`config.mk`:
```
export PLATFORM = sky130hd
export DESIGN_NAME = ice_tx_frame_arbiter
export DESIGN_NICKNAME = d
export VERILOG_FILES = /design/src/rtl/ice_tx_frame_arbiter.sv
export SDC_FILE = /design/constraint.sdc
export NUM_CORES = 1
export LEC_CHECK = 0
export CAP_MARGIN = 20
export CORE_ASPECT_RATIO = 1.2
export CORE_MARGIN = 2
export CORE_UTILIZATION = 35
export DETAILED_ROUTE_END_ITERATION = 6
export HOLD_SLACK_MARGIN = 0.08
export PLACE_DENSITY = 0.62
export SETUP_SLACK_MARGIN = 0.02
export SLEW_MARGIN = 15
export SYNTH_ARGS = -nofsm -noshare
export SYNTH_HDL_FRONTEND = slang
export SYNTH_SLANG_ARGS = --single-unit
export TNS_END_PERCENT = 50
```
`constraint.sdc`:
```
create_clock -name clk -period 3.1 [get_ports clk]
set_input_delay 0.62 -clock clk [delete_from_list [all_inputs] [get_ports clk]]
set_output_delay 0.62 -clock clk [all_outputs]
set_load 0.03 [all_outputs]
```
`src/rtl/ice_tx_frame_arbiter.sv`:
```
// Frame-atomic arbiter sharing one UART TX character channel among NUM_SRC frame sources.
// Define ICE_TX_ARB_NAK_PRIORITY_EN to give source 0 (NAK generator) strict priority.
module ice_tx_frame_arbiter #(
  parameter int unsigned NUM_SRC = 2,
  parameter int unsigned SRC_W   = 3,
  parameter int unsigned TIMEOUT = 1024
) (
  input  logic                 clk,
  input  logic                 rst,
  input  logic [8*NUM_SRC-1:0] src_char,
  input  logic [NUM_SRC-1:0]   src_valid,
  input  logic [NUM_SRC-1:0]   src_last,
  output logic [NUM_SRC-1:0]   src_ready,
  output logic [7:0]           tx_char,
  output logic                 tx_char_valid,
  input  logic                 tx_char_ready,
  output logic [NUM_SRC-1:0]   grant,
  output logic                 busy,
  output logic                 abort_pulse,
  output logic [SRC_W-1:0]     abort_id,
  output logic [15:0]          frame_count
);

  typedef enum logic [0:0] {StIdle, StActive} state_e;

  state_e             state_q, state_d;
  logic [SRC_W-1:0]   sel_q, sel_d;
  logic [NUM_SRC-1:0] grant_q, grant_d;
  logic [SRC_W-1:0]   rr_ptr_q, rr_ptr_d;
  logic [15:0]        wd_q, wd_d;
  logic               abort_pulse_q, abort_pulse_d;
  logic [SRC_W-1:0]   abort_id_q, abort_id_d;
  logic [15:0]        frame_count_q, frame_count_d;

  logic [7:0]         sel_char;
  logic               sel_valid;
  logic               sel_last;
  logic               xfer;
  logic [NUM_SRC-1:0] req_rr;
  logic               found;
  logic [SRC_W-1:0]   pick;
  logic [NUM_SRC-1:0] pick_oh;
  logic               wd_expired;

  assign busy = (state_q == StActive);

  // Mux of the owning source's lanes
  always_comb begin
    sel_char  = '0;
    sel_valid = 1'b0;
    sel_last  = 1'b0;
    for (int i = 0; i < NUM_SRC; i++) begin
      if (SRC_W'(i) == sel_q) begin
        sel_char  = src_char[8*i +: 8];
        sel_valid = src_valid[i];
        sel_last  = src_last[i];
      end
    end
  end

  assign tx_char       = busy ? sel_char : 8'h00;
  assign tx_char_valid = busy & sel_valid;
  assign src_ready     = busy ? (grant_q & {NUM_SRC{tx_char_ready}}) : '0;
  assign xfer          = tx_char_valid & tx_char_ready;

  // Round-robin search starting just above rr_ptr, wrapping modulo NUM_SRC
  always_comb begin
    int unsigned idx;
    idx     = 0;
    found   = 1'b0;
    pick    = '0;
    pick_oh = '0;
`ifdef ICE_TX_ARB_NAK_PRIORITY_EN
    req_rr = src_valid & ~NUM_SRC'(1);
    if (src_valid[0]) begin
      found      = 1'b1;
      pick_oh[0] = 1'b1;
    end
`else
    req_rr = src_valid;
`endif
    for (int unsigned k = 1; k <= NUM_SRC; k++) begin
      idx = (int'(rr_ptr_q) + k) % NUM_SRC;
      if (!found && req_rr[idx]) begin
        found        = 1'b1;
        pick         = SRC_W'(idx);
        pick_oh[idx] = 1'b1;
      end
    end
  end

  assign wd_expired = (TIMEOUT != 0) && (wd_q == 16'(TIMEOUT - 1));

  always_comb begin
    state_d       = state_q;
    sel_d         = sel_q;
    grant_d       = grant_q;
    rr_ptr_d      = rr_ptr_q;
    wd_d          = wd_q;
    abort_pulse_d = 1'b0;
    abort_id_d    = abort_id_q;
    frame_count_d = frame_count_q;
    unique case (state_q)
      StIdle: begin
        wd_d = '0;
        if (found) begin
          sel_d   = pick;
          grant_d = pick_oh;
          state_d = StActive;
        end
      end
      StActive: begin
        wd_d = xfer ? 16'd0 : wd_q + 16'd1;
        if (xfer && sel_last) begin
          state_d       = StIdle;
          grant_d       = '0;
          wd_d          = '0;
          frame_count_d = frame_count_q + 16'd1;
`ifdef ICE_TX_ARB_NAK_PRIORITY_EN
          if (sel_q != '0) rr_ptr_d = sel_q;
`else
          rr_ptr_d = sel_q;
`endif
        end else if (wd_expired && !xfer) begin
          state_d       = StIdle;
          grant_d       = '0;
          wd_d          = '0;
          abort_pulse_d = 1'b1;
          abort_id_d    = sel_q;
`ifdef ICE_TX_ARB_NAK_PRIORITY_EN
          if (sel_q != '0) rr_ptr_d = sel_q;
`else
          rr_ptr_d = sel_q;
`endif
        end
      end
      default: state_d = StIdle;
    endcase
  end

  always_ff @(posedge clk) begin
    if (rst) begin
      state_q       <= StIdle;
      sel_q         <= '0;
      grant_q       <= '0;
      rr_ptr_q      <= SRC_W'(NUM_SRC - 1);
      wd_q          <= '0;
      abort_pulse_q <= 1'b0;
      abort_id_q    <= '0;
      frame_count_q <= '0;
    end else begin
      state_q       <= state_d;
      sel_q         <= sel_d;
      grant_q       <= grant_d;
      rr_ptr_q      <= rr_ptr_d;
      wd_q          <= wd_d;
      abort_pulse_q <= abort_pulse_d;
      abort_id_q    <= abort_id_d;
      frame_count_q <= frame_count_d;
    end
  end

  assign grant       = grant_q;
  assign abort_pulse = abort_pulse_q;
  assign abort_id    = abort_id_q;
  assign frame_count = frame_count_q;

endmodule

```
* After elaboration in Yosys (flattened, before gate mapping)
Index checks and enable logic that the tools add are counted.
** Cells by class
- Add/subtract/negate cells :: 4
- $lt $le $gt $ge :: 4
- Eq/ne operators :: 4
- Multiplexer cells :: 37
- Bitwise operators :: 6
- Reduce and logical (&&, ||, !) cells :: 15
** Operators by type and width (number)
- 16-bit two-way mux :: 3
- 16-bit by 1-bit adder with 16-bit output (second input constant) :: 2
- 16-bit one-hot mux with 2 select lines :: 1
- 8-bit two-way mux :: 3
- 1-bit two-way mux :: 19
- 16-bit by 10-bit equality test with 1-bit output (second input constant) :: 1
- 2-bit two-way mux :: 6
- 2-bit AND reduction :: 4
- 1-bit logical AND :: 5
- 1-bit by 2-bit less-than comparator with 1-bit output (second input constant) :: 2
- 2-bit one-hot mux with 2 select lines :: 1
- 1-bit by 3-bit equality test with 1-bit output (first input constant) :: 1
- 3-bit logical NOT :: 1
- 3-bit two-way mux :: 1
- 3-bit by 1-bit != test with 1-bit output (second input constant) :: 1
- 3-bit AND reduction :: 1
- 3-bit OR reduction :: 1
- 1-bit adder (second input constant) :: 2
- 1-bit AND :: 2
- 2-bit AND :: 1
- 1-bit demux with 1-bit select :: 2
- 1-bit greater-or-equal comparator (second input constant) :: 2
- 1-bit logical NOT :: 2
- 2-bit != test (second input constant) :: 1
- 4 further kinds :: 5
** Word-level totals
- Register bits after elaboration :: 43
- Input port bits :: 23
- Logic and storage cells :: 78

* Logic depth before layout (Yosys ltp)
Gate-level depths: netlist of the first run.
- Depth after elaboration :: 10
- Depth in mapped cells :: 7
- Gate-level depth less buffers :: 5

* Worst setup path after synthesis of the first run
OpenSTA, ideal clock, no wires.
- Path kind :: in2reg
- From :: in src_valid[1]
- To :: reg frame_count_q[12], in the netlist frame_count[12]
- Setup time :: 0.121 ns
- Data arrival time :: 1.907 ns
- Required time :: 2.979 ns
- Path slack :: 1.072 ns
- Stages on the path :: 5
- Path buffers :: 1
- Path through :: mux2i_1 > or3_4 > buf_6 > nor4_1 > mux2_2
** On the way
- Cells in the longest elaborated chain, start to end :: 5
** Ends and longest elaborated chain
- start, declared :: line 11 : input logic [NUM_SRC-1:0] src_valid,
- 1-bit two-way mux :: line 53 : if (SRC_W'(i) == sel_q) begin
- 1-bit AND :: line 62 : assign tx_char_valid = busy & sel_valid;
- 1-bit AND :: line 64 : assign xfer = tx_char_valid & tx_char_ready;
- 1-bit logical AND :: line 114 : if (xfer && sel_last) begin
- 2-bit AND reduction (no line)
- end signal, assigned :: line 159 : frame_count_q <= frame_count_d;
- end, declared :: line 33 : logic [15:0] frame_count_q, frame_count_d;
No other way between the ends.
A chain may end at the register's enable or synchronous reset.

* Worst setup path after layout of the first run
- From :: in src_valid[1]
- To :: out tx_char_valid
** On the way
- Cells in the longest elaborated chain, start to end :: 2
** Ends and longest elaborated chain
- 1-bit two-way mux :: line 53
- 1-bit AND :: line 62
- end, declared :: line 15 : output logic tx_char_valid,
No other way between the ends.

==> metrics.txt, run 1 <==
Port Buffer Count 54; Clock Sinks 39; cells along the critical path clkdlybuf4s50_1 -> mux2i_1 -> nor2b_1 -> clkdlybuf4s50_1; Seq/Total Area, Yosys 39.8%; Critical Path RT 2480 ps; Routed Wire Length 4.52 mm; DR WL/cell around 13 um; via count 1776; critical path's slowest cell clkdlybuf4s50_1; initial antenna violation count 0; Clock Skew 7.35 ps; Core ar. between 0.005 and 0.006 sq mm; CP endpoint kind output pin; largest net degree at the start of global routing 29; Yosys reg bits 39; DRC viols 0; CTS Buffer Depth 2; commonest non-fill, non-tap cell in the layout clkdlybuf4s50_1; Hold Path Class reg -> reg; most used cell, CP clkdlybuf4s50_1; asr flop ratio synth 0%; number of hold buffers added after CTS 0; GPL Wtd Cong 0.733; outcome finished, final reports clean; critical path's top delay family buffers and inverters; Max Slew Vio Count 0; Ys Warns 0; CTS tree built; Congestion Overflow GR 0; gr usage total 14.9%; crit path launch type primary input; Max Cap Viol 0; FP Rows 29; vias per inst around 5.2; chip height 86.0 um; Num CTS Buffers 5; Worst Path Buf+Inv 2; Setup Viol. Count Final 0; fillcell total 518; Crit path largest cell delay 610 ps; RSZ-0062 raised after global routing false; Max VDD drop 0.198 mV; htree depth 2; fin crit period 2790 ps; Initial Util 36.8%; Final HPWL DP 3.36 mm; ant diodes 0; final-report hold violation count 0; Core Util, Final 49.5%; cell count after synthesis around 230; Mapped Area 0.00196 sq mm; DRT antenna net count 0; Clk Latency, worst-skew pair 290 ps; io pins 57; worst endpoint data arrival time around 2200 ps; slew margin rel. 62.9%; Yosys cell types 37; crit-path max FO 6; PostCTS Resize Cnt 0; Die Span X 72.3 um; Die Area 0.00622 sq mm; fin crit share 89.9%; drt first-iter violations 106; setup bufs post-CTS 0; vias in the first global route 1592; Root Driver clkbuf_8; first-pass GRT wire length ~7.4 mm; max frequency 0.359 GHz; Clk pin slew, worst setup/hold paths around 70 ps; EDFF count, synth 0; power per cell area 411 mW/mm^2; setup TNS 0 ps; most frequent cells in the layout clkdlybuf4s50_1 (54), dfxtp_1 (39), nor2_1 (23); Main synth FF type dfxtp_1; drt pass-1 iters 4; CP Class in -> out; worst-margin pin slew 551 ps; syn avg cell area 8.64 sq um; share of layout cells above drive strength 1 about 5.8%; final net count 302; Area Overhead vs Synth 34.7%; Leak about 0.00087 uW
## cell families after synthesis
family	share of synthesized area (%)
AND/OR/NAND/NOR	29.4
other	0.191
AO/OA/AOI/OAI	10.7
buffers and inverters	4.72
adder cells (fa/ha/maj)	1.28
multiplexers	7.27
flip-flops	39.8
XOR/XNOR	6.70
## metrics by stage
stage / total power, uW / std cells / hold slack [ps] / instance area, sq um / setup slack, ps
after detailed placement: 664 / 332 / 449 / 2520 / 294
after global placement: 663 / 332 / 440 / 2520 / 312
after global routing: 1130 / 340 / 490 / 2640 / 195
after floorplan: 602 / 228 / 426 / 1970 / 1070
final: 1090 / 340 / 468 / 2640 / 313
after CTS: 1100 / 340 / 467 / 2640 / 292
## layer usage
| layer | global-route usage, % | up-vias | wire, um |
|---|---|---|---|
| li1 | - | 918 | - |
| met1 | 19.5 | 829 | 2070 |
| met2 | 23.8 | 27 | 2250 |
| met3 | 3.88 | 2 | 168 |
| met4 | 5.15 | 0 | 25 |
| met5 | 0 | - | 0 |
## worst reg2reg max path, delay by kind of cell, from the launching register on
family	cells	cell delay, ps
and+or+nand+nor	3	1040
DFF	1	630
muxes	1	360
## worst paths after layout
check	start	end	slack, ps	cells after the start
hold reg to reg	wd_q[0]	wd_q[0]	470	1
setup reg to reg	busy	frame_count[12]	970	4
hold / removal	wd_q[0]	wd_q[0]	470	1
setup / recovery	src_valid[1]	tx_char_valid	310	4
## area by class of cell
class,count,area [sq um],area share [%]
clock inverters,2,35.0,1.33
inverters,5,18.8,0.710
repair buffers,56,556,21.0
clock buffers,6,82.6,3.13
flip-flops and latches,39,781,29.5
well taps,62,77.6,2.94
multi-input cells,170,1090,41.3
## where the power goes
group / switching [uW] / leakage [uW] / internal [uW]
logic: 68.0 / 0.000492 / 65.7
clock network: 175 / 0.0000612 / 260
registers: 9.78 / 0.000315 / 507
total: 252 / 0.000868 / 833
## cells in the mapped netlist (3+ instances only)
| master | count | area [sq um] |
|---|---|---|
| nand3_1 | 11 | 55.1 |
| nor4_1 | 7 | 43.8 |
| buf_4 | 3 | 22.5 |
| and3_1 | 6 | 37.5 |
| nand2_1 | 12 | 45.0 |
| nor3_1 | 4 | 20.0 |
| nand4_1 | 9 | 56.3 |
| inv_1 | 5 | 18.8 |
| xor2_1 | 7 | 61.3 |
| nor2b_1 | 11 | 68.8 |
| o21ai_0 | 4 | 20.0 |
| o31ai_1 | 9 | 67.6 |
| and4_1 | 4 | 35.0 |
| mux2i_1 | 12 | 120 |
| clkbuf_1 | 8 | 30.0 |
| a21oi_1 | 13 | 65.1 |
| nor2_1 | 23 | 86.3 |
| dfxtp_1 | 39 | 781 |
| xnor2_1 | 8 | 70.1 |
| or4_1 | 9 | 67.6 |
## state kept, by name, indices dropped and copies added, names as in the netlist
signal / count
abort_id: 1
abort_pulse: 1
busy: 1
frame_count: 16
grant: 2
rr_ptr_q: 1
sel_q: 1
wd_q: 16
No activity file was read; power rests on OpenSTA's default activity.
==> inputs of run 2 (changes only) <==
--- a/config.mk
+++ b/config.mk
@@ -9,9 +9,11 @@
 export CORE_ASPECT_RATIO = 1.2
 export CORE_MARGIN = 2
 export CORE_UTILIZATION = 35
+export CTS_CLUSTER_DIAMETER = 30
 export DETAILED_ROUTE_END_ITERATION = 6
+export DONT_BUFFER_PORTS = 1
 export HOLD_SLACK_MARGIN = 0.08
-export PLACE_DENSITY = 0.62
+export PLACE_DENSITY = 0.49
 export SETUP_SLACK_MARGIN = 0.02
 export SLEW_MARGIN = 15
 export SYNTH_ARGS = -nofsm -noshare
==> constraint.sdc (replaced) <==
create_clock -name clk -period 3.3 [get_ports clk]
set_input_delay 0.66 -clock clk [delete_from_list [all_inputs] [get_ports clk]]
set_output_delay 0.66 -clock clk [all_outputs]
set_load 0.03 [all_outputs]
==> metrics.txt, run 2 (synthesis gave the netlist of run 1 again) <==
outcome finished, final reports clean; setup bufs post-CTS 0 (unchanged); Crit path largest cell delay 480 ps (-130 ps); Area after DPL 0.00198 sq mm (-21%); worst-margin pin slew 606 ps (+54.7 ps); RSZ-0062 raised after global routing false; Area Overhead vs Synth 6.25%; ant diodes 0 (unchanged); CTS tree built; commonest non-fill, non-tap cell in the layout dfxtp_1; crit-path max FO 9 (+3); critical path's slowest cell nor2b_1; Combinational Power Share 7.7% (-4.6 points); Clk pwr share 38.6% (-1.5 points); Clock Sinks 39 (unchanged); htree depth 2 (unchanged); fin crit share 67.0%; setup TNS 0 ps (unchanged); DRC viols 0 (unchanged); Clk Latency, worst-skew pair 290 ps (about the same); Pint 687 uW (-17%); final instance area 0.00208 sq mm (-21%); share of layout cells above drive strength 1 6.70% (+0.94 points); Core ar. 0.00533 sq mm (unchanged); CP Class reg -> out; Setup Viol. Count Final 0 (unchanged); Max VDD drop 0.229 mV (+16%); Routed Wire Length 4.29 mm (-5.0%); Leak 0.000661 uW (-24%); fin crit period 2210 ps; Initial Util 36.8% (unchanged); final-report hold violation count 0 (unchanged); vias in the first global route 1446 (-9.2%); via count 1583 (-11%); number of hold buffers added after CTS 0 (unchanged); Die Span X 72.3 um (unchanged); drt pass-1 iters 4 (unchanged); max frequency ~0.45 GHz; Critical Path RT 2640 ps (+160 ps); PostCTS Resize Cnt 0 (unchanged); Sw Pwr 218 uW (-14%); Root Driver clkbuf_8; Clk pin slew, worst setup/hold paths 80 ps (about the same); most frequent cells in the layout dfxtp_1 (39), nor2_1 (23), a21oi_1 (13); gr usage total 14.2% (-0.74 points); io pins 57 (unchanged); Final HPWL DP 3.01 mm (-10%); cells along the critical path buf_4 -> mux2i_1 -> nor2b_1; Max Slew Vio Count 0 (unchanged); WHS 444 ps (-24.0 ps); CP endpoint kind output pin; Worst Path Buf+Inv 1 (-1); Port Buffer Count 0 (-100%); DR WL/cell 15.0 um (+13%); GPL Wtd Cong 0.728 (-0.71%); DRT antenna net count 0 (unchanged); first-pass GRT wire length 7.04 mm (-4.9%); crit path launch type register; drt first-iter violations 79 (-25%); Max Cap Viol 0 (unchanged); Clock Skew 6.22 ps (-1.13 ps); worst endpoint data arrival time 1550 ps (-620 ps); Overall Power 905 uW (-17%); sequential share of power 53.8% (+6.2 points); sw frac 24.1% (+0.82 points); FP Rows 29 (unchanged); chip height 86.0 um (unchanged); vias per inst 5.53 (+6.0%); Hold Path Class in -> reg; power per cell area 434 mW/mm^2 (+5.8%); largest net degree at the start of global routing 30 (+3.4%); CTS Buffer Depth 2 (unchanged); critical path's top delay family simple AND/OR/NAND/NOR gates; Congestion Overflow GR 0 (unchanged); initial antenna violation count 0 (unchanged); slew margin rel. 59.2% (-3.7 points); final net count 248 (-18%); Num CTS Buffers 5 (unchanged); Die Area 0.00622 sq mm (unchanged)
[run 2: changes by cell type in the layout (fill, tap and decap cells not counted)]
cell             previous run  this run
bufinv_16                   1         0
clkdlybuf4s50_1            54         0
clkinv_2                    1         0
clkbuf_8                    6         7
clkbuf_1                    0         1
[run 2: path summary, 6_finish.rpt]
path	slack [ps]	cells past startpoint	from	end
hold / removal	440	1	rst	frame_count[9]
hold reg to reg	470	1	wd_q[0]	wd_q[0]
setup / recovery	1090	3	sel_q[0]	tx_char[4]
setup reg to reg	1160	4	frame_count[3]	frame_count[12]
[run 2: stage by stage]
step	util (%)	setup slack (ps)	instances
finish	39.1	1090	286
global route	39.1	1010	286
CTS	39.1	1070	286
detailed placement	37.2	1140	278
global placement	37.2	1150	278
floorplan	-	1230	228
[run 2: per-layer routing]
layer	GRT usage, %	share of wire, %
met5	0	0
met4	4.12	0.51
met3	4.70	6.0
met2	22.2	48
met1	18.6	45
[run 2: power by group through the flow]
stage	logic, uW	clock network [uW]	registers [uW]
CTS	70.6	368	487
finish	69.4	349	487
floorplan	67.3	0	498
global route	75.5	390	487
detailed placement	70.5	0	498
global placement	70.3	0	498
[run 2: cell type report]
cell class / instances / area, sq um
Clock buffer: 8 / 100
Fill cell: 555 / 3250
Inverter: 5 / 18.8
Multi-Input combinational cell: 170 / 1090
Sequential cell: 39 / 781
Tap cell: 62 / 77.6
Timing Repair Buffer: 2 / 15.0
[run 2: worst register-to-register path, stage by stage, from the launching register on]
cell and delay [ps]:
dfxtp_1 610, and4_1 310, nand3_1 340, nor4_1 410, mux2_2 370
